===== config.mk =====
export PLATFORM = sky130hd
export DESIGN_NAME = cordic_range_ctrl
export DESIGN_NICKNAME = d
export VERILOG_FILES = /design/src/rtl/cordic_range_ctrl.sv
export SDC_FILE = /design/constraint.sdc
export NUM_CORES = 1
export LEC_CHECK = 0
export CORE_MARGIN = 4
export CORE_UTILIZATION = 45
export DETAILED_ROUTE_END_ITERATION = 16
export PLACE_DENSITY = 0.78
export RECOVER_POWER = 25
export SKIP_LAST_GASP = 1
export SLEW_MARGIN = 20
export SYNTH_ARGS = -nofsm -noshare
export SYNTH_HDL_FRONTEND = slang
export SYNTH_SLANG_ARGS = --single-unit

===== constraint.sdc =====
create_clock -name clk -period 2.4 [get_ports clk]
set_clock_uncertainty 0.15 [all_clocks]
set_input_delay 0.48 -clock clk [delete_from_list [all_inputs] [get_ports clk]]
set_output_delay 0.48 -clock clk [all_outputs]
set_load 0.03 [all_outputs]

===== src/rtl/cordic_range_ctrl.sv =====
// rtl/cordic_range_ctrl.sv - CORDIC range folding, core sequencing and sign correction (CORDIC_RANGE_SAT_EN)
module cordic_range_ctrl #(
    parameter int W_FRAC  = 16,
    parameter int TIMEOUT = 32
) (
    input  logic                clk,
    input  logic                rst_n,
    input  logic                in_valid,
    output logic                in_ready,
    input  logic signed [18:0]  in_angle,
    output logic                out_valid,
    input  logic                out_ready,
    output logic signed [17:0]  out_cos,
    output logic signed [17:0]  out_sin,
    output logic                out_err,
    output logic                cordic_init,
    output logic signed [17:0]  cordic_angle,
    input  logic signed [17:0]  cordic_cos,
    input  logic signed [17:0]  cordic_sin,
    input  logic                cordic_done
);

    localparam logic signed [18:0] PI     = 19'sd205887;
    localparam logic signed [18:0] NEG_PI = -19'sd205887;
    localparam logic signed [18:0] PI_2   = 19'sd102944;
    localparam logic signed [18:0] NEG_PI_2 = -19'sd102944;
    localparam logic [17:0]        PI_MOD = 18'd205887;
    localparam logic signed [17:0] UNITY  = 18'sd1 <<< W_FRAC;
    localparam int                 CNT_W  = (TIMEOUT > 2) ? $clog2(TIMEOUT) : 1;
    localparam logic [CNT_W-1:0]   CNT_LAST = CNT_W'(TIMEOUT - 1);

`ifdef CORDIC_RANGE_SAT_EN
    localparam bit SAT_EN = 1'b1;
`else
    localparam bit SAT_EN = 1'b0;
`endif

    typedef enum logic [1:0] {IDLE, LOAD, WAIT, OUT} state_t;

    state_t            state;
    logic              neg;
    logic [CNT_W-1:0]  cnt;
    logic              range_err;
    logic              fold_neg;
    logic [17:0]       reduced;

    assign in_ready    = (state == IDLE);
    assign out_valid   = (state == OUT);
    assign cordic_init = (state == LOAD);

    // Folding by +/-PI is done modulo 2^18; the result always fits the core's [1:-16] format.
    always_comb begin
        range_err = (in_angle > PI) || (in_angle < NEG_PI);
        fold_neg  = 1'b0;
        reduced   = in_angle[17:0];
        if (in_angle > PI_2) begin
            fold_neg = 1'b1;
            reduced  = in_angle[17:0] - PI_MOD;
        end else if (in_angle < NEG_PI_2) begin
            fold_neg = 1'b1;
            reduced  = in_angle[17:0] + PI_MOD;
        end
    end

    function automatic logic signed [17:0] correct(input logic signed [17:0] v, input logic n);
        logic signed [17:0] r;
        r = n ? -v : v;
        if (SAT_EN && (r > UNITY))
            r = UNITY;
        else if (SAT_EN && (r < -UNITY))
            r = -UNITY;
        return r;
    endfunction

    always_ff @(posedge clk or negedge rst_n) begin
        if (!rst_n) begin
            state        <= IDLE;
            neg          <= 1'b0;
            cnt          <= '0;
            out_err      <= 1'b0;
            out_cos      <= '0;
            out_sin      <= '0;
            cordic_angle <= '0;
        end else begin
            case (state)
                IDLE: begin
                    if (in_valid) begin
                        if (range_err) begin
                            out_err <= 1'b1;
                            out_cos <= '0;
                            out_sin <= '0;
                            state   <= OUT;
                        end else begin
                            cordic_angle <= reduced;
                            neg          <= fold_neg;
                            state        <= LOAD;
                        end
                    end
                end
                LOAD: begin
                    cnt   <= '0;
                    state <= WAIT;
                end
                WAIT: begin
                    if (cordic_done) begin
                        out_cos <= correct(cordic_cos, neg);
                        out_sin <= correct(cordic_sin, neg);
                        out_err <= 1'b0;
                        state   <= OUT;
                    end else if (cnt == CNT_LAST) begin
                        out_err <= 1'b1;
                        out_cos <= '0;
                        out_sin <= '0;
                        state   <= OUT;
                    end else begin
                        cnt <= cnt + 1'b1;
                    end
                end
                OUT: begin
                    if (out_ready)
                        state <= IDLE;
                end
                default: state <= IDLE;
            endcase
        end
    end

endmodule


==> impl_results.md <==
* Outcome: complete, but fails checks
* Failing checks: negative setup slack
* Fin nets at 781
* DRT iter0 DRCs at about 180
* Max_slew headroom at between 10% and 20%
* Crit path arrival time at 2.49 ns
* Slowest cell delay on critical path at about 0.60 ns
* Drc violations at 0
* Top area cells in the synthesized netlist: dfrtp_1 35%, o21ai_0 8.4%, o31ai_2 8.0%
* Final worst slack at -0.0112 ns
* Leakage at 3.14 nW
* Total number of yosys warnings at 0
* Worst path cell trace: clkdlybuf4s50_1 -> or4_1 -> or3_4 -> o31ai_4 -> xor2_1 -> o31ai_4
* #FFs+latches synth at 63
* I/O pin total at roughly 120
* Initial antenna violation count at 0
* Crit-path slowest cell: or4_1
* Setup crit end kind: flip-flop
* Synth area leader: dfrtp_1
* # rows at 36
* Largest fanout on the critical path at 4
* Pwr/cell area at 1080 nW/um^2
* Die extent in y at about 110 um
* Synthesized cell area at roughly 4500 sq um
* Area Overhead vs Synth at 60.2%
* Worst VDD drop at ~470 uV
* CTS tree: built
* Via count at 4812
* Max-slew violation count at 0
* Inserted Clock Buffers at 9
* Synth Net Count at 568
* Hold Crit Depth at 2
* Max cap viols at 0
* Critical path launch point type: primary input
* Synth cell types at roughly 60
* Post-synthesis average cell area at slightly above 9 sq um
* CTS Root Cell: clkbuf_8
* Routed Antenna Nets at 0
* First-pass GRT wire length at 24300 um
* Worst Tran Pin Value at roughly 1.2 ns
* RSZ-0062 raised after global routing: true
* Vias in the first global route at between 4000 and 5000
* H-tree levels at 3
* Largest net degree at the start of global routing at 44
* GP Congestion at approximately 0.91
* Worst Hold End: cordic_angle[12]$_DFFE_PN0P_
* CP required at 2.47 ns
* Tot GR Track Use at 26.4%
* Clk slew on worst S/H paths at roughly 0.070 ns
* Crit path kind: primary input to flip-flop
* Syn Inst Count at 497
* Final Power at about 0.008 W
* Post-DR vias/cell at about 5.7
* Top FF cell, synth: dfrtp_1
* HP Class: flip-flop to flip-flop
* Min cycle time layout at between 2 and 2.5 ns
* Post-synth EDFFs at 0
* Post-synth top area share at 35.0%
* Clk sink count at 63
* Max Freq at between 400 and 500 MHz
* Final core occ at 73.9%
* Ant diodes at 0
* Die width at 108 um
* Post-synth ARST share at 100%
* RR Endpoint: out_cos[3]$_DFFE_PN0P_
* Crit Reg-Reg Startpoint: cnt[0]$_DFFE_PN0P_
* Final WL at 15900 um
* Share of layout cells above drive strength 1 at 31.2%
* Count of final hold-check violations at 0
* Port Buffers at between 100 and 150
* 1st-pass router iterations at 5
* Initial Utilization at 46.1%
* Hold Crit Start: cordic_angle[12]$_DFFE_PN0P_
* Core area at a little under 10000 sq um
* Die area at between 10000 and 15000 sq um
* Max clock buf depth at 2
* Cell mode on critical path: o31ai_4
* Fin crit share at 100%
* Setup violators final at 2
* Drt wl/cell at ~19 um
* Clock Latency Late Sink at about 0.36 ns
* DP Worst Slack at -0.714 ns
* Grt ovf at 0
* Setup tns final at -0.0113 ns
* HPWL after detailed placement at roughly 11000 um
* Slack of the worst reg-to-reg path at around 0.06 ns
* Worst R2R Path Depth at 10
* Register area share after synthesis at a little over a third
## worst max path at each step
stage	startpoint	cells after the start	slack (ns)	to
finish	cordic_sin[8]	6	-0.01	out_sin[12]$_DFFE_PN0P_
global route	cordic_sin[8]	6	-0.07	out_sin[12]$_DFFE_PN0P_
CTS	cordic_sin[0]	9	-0.03	out_sin[14]$_DFFE_PN0P_
detailed placement	in_angle[0]	9	-0.71	cordic_angle[4]$_DFFE_PN0P_
global placement	in_angle[0]	9	-0.62	cordic_angle[4]$_DFFE_PN0P_
floorplan	in_angle[5]	9	-0.03	out_sin[10]$_DFFE_PN0P_
## cells in the final DEF, fill, tap and decap left out, types with 11 or more instances in the layout
master,instances
buf_4,108
clkdlybuf4s50_1,94
o21ai_0,69
dfrtp_1,63
nand2_1,50
o31ai_2,25
xnor2_1,24
inv_1,22
xor2_1,22
nor2_1,17
o31ai_4,13
o21ai_1,13
a21oi_1,11
ha_1,11
## logic make-up (layout without fill, tap and decap cells)
logic type	after synthesis	in the layout	share of synthesized area [%]
buffers and inverters	59	276	6.69
muxes	7	7	1.61
and+or+nand+nor	124	124	13.5
AOI/OAI and AO/OA	186	187	31.0
adders and majority gates	11	11	3.05
DFF	63	63	35.0
xor gates and xnor gates	47	47	9.13
## what timing repair did
action | in CTS | in global routing
resized for setup | 52 | 44
gates cloned | 2 | 0
buffers inserted | 8 | 0
hold buffers | 1 | 0
hold endpoints to repair | 20 | 0
endpoints found under the setup margin | 58 | 45
pin swaps | 16 | 16
## through the flow
stage | area [sq um] | hold slack [ns] | instances
floorplan | 4620 | 0.0344 | 497
global placement | 6600 | 0.316 | 822
detailed placement | 6600 | 0.325 | 822
CTS | 7060 | 0.342 | 848
global route | 7220 | 0.353 | 848
finish | 7220 | 0.337 | 848
## critical path, delay by kind of cell
kind / cells / cell delay [ns]
buffers and inverters: 1 / 0.43
AND/OR/NAND/NOR: 2 / 1.03
XOR/XNOR: 1 / 0.27
AO/OA/AOI/OAI: 2 / 0.27
## layout make-up
| type | count | area (sq um) |
|---|---|---|
| Fill cell | 714 | 2550 |
| Multi-Input combinational cell | 376 | 3020 |
| Timing Repair Buffer | 237 | 2150 |
| Inverter | 23 | 86.3 |
| Clock buffer | 10 | 138 |
| Tap cell | 133 | 166 |
| Clock inverter | 6 | 83.8 |
| Sequential cell | 63 | 1580 |
## metal layers
layer / track usage, % / share of wire, % / up-vias
met5: 0 / 0 / -
met4: 10.1 / 3.2 / 0
met3: 4.18 / 6.1 / 38
met2: 48.1 / 53 / 166
met1: 31.1 / 38 / 2360
li1: - / - / 2248
## registers in the layout, indices dropped and copies added, names as in the netlist
signal,cells
cordic_angle,18
out_cos,18
out_sin,18
cnt,5
state,2
neg,1
out_err,1
## power by group
| group | internal (W) | leakage, nW | switching [W] |
|---|---|---|---|
| registers | 0.00151 | 0.832 | 0.000307 |
| clock network | 0.000609 | 0.116 | 0.000448 |
| logic | 0.00205 | 2.19 | 0.00286 |
| total | 0.00417 | 3.14 | 0.00361 |
## cell usage after synthesis (all sizes together) (3+ instances only)
master  number
a21boi       3
a21oi       12
a31oi        3
and2         3
and3         3
buf         16
clkbuf      20
dfrtp       63
ha          11
inv         23
mux2i        5
nand2       53
nand3       12
nand4        7
nor2        20
nor3         4
o21ai       84
o22ai        5
o31ai       47
o32ai        3
o41ai        4
or2          4
or3          6
xnor2       25
xor2        22
Power figures use the tool's default switching activity.
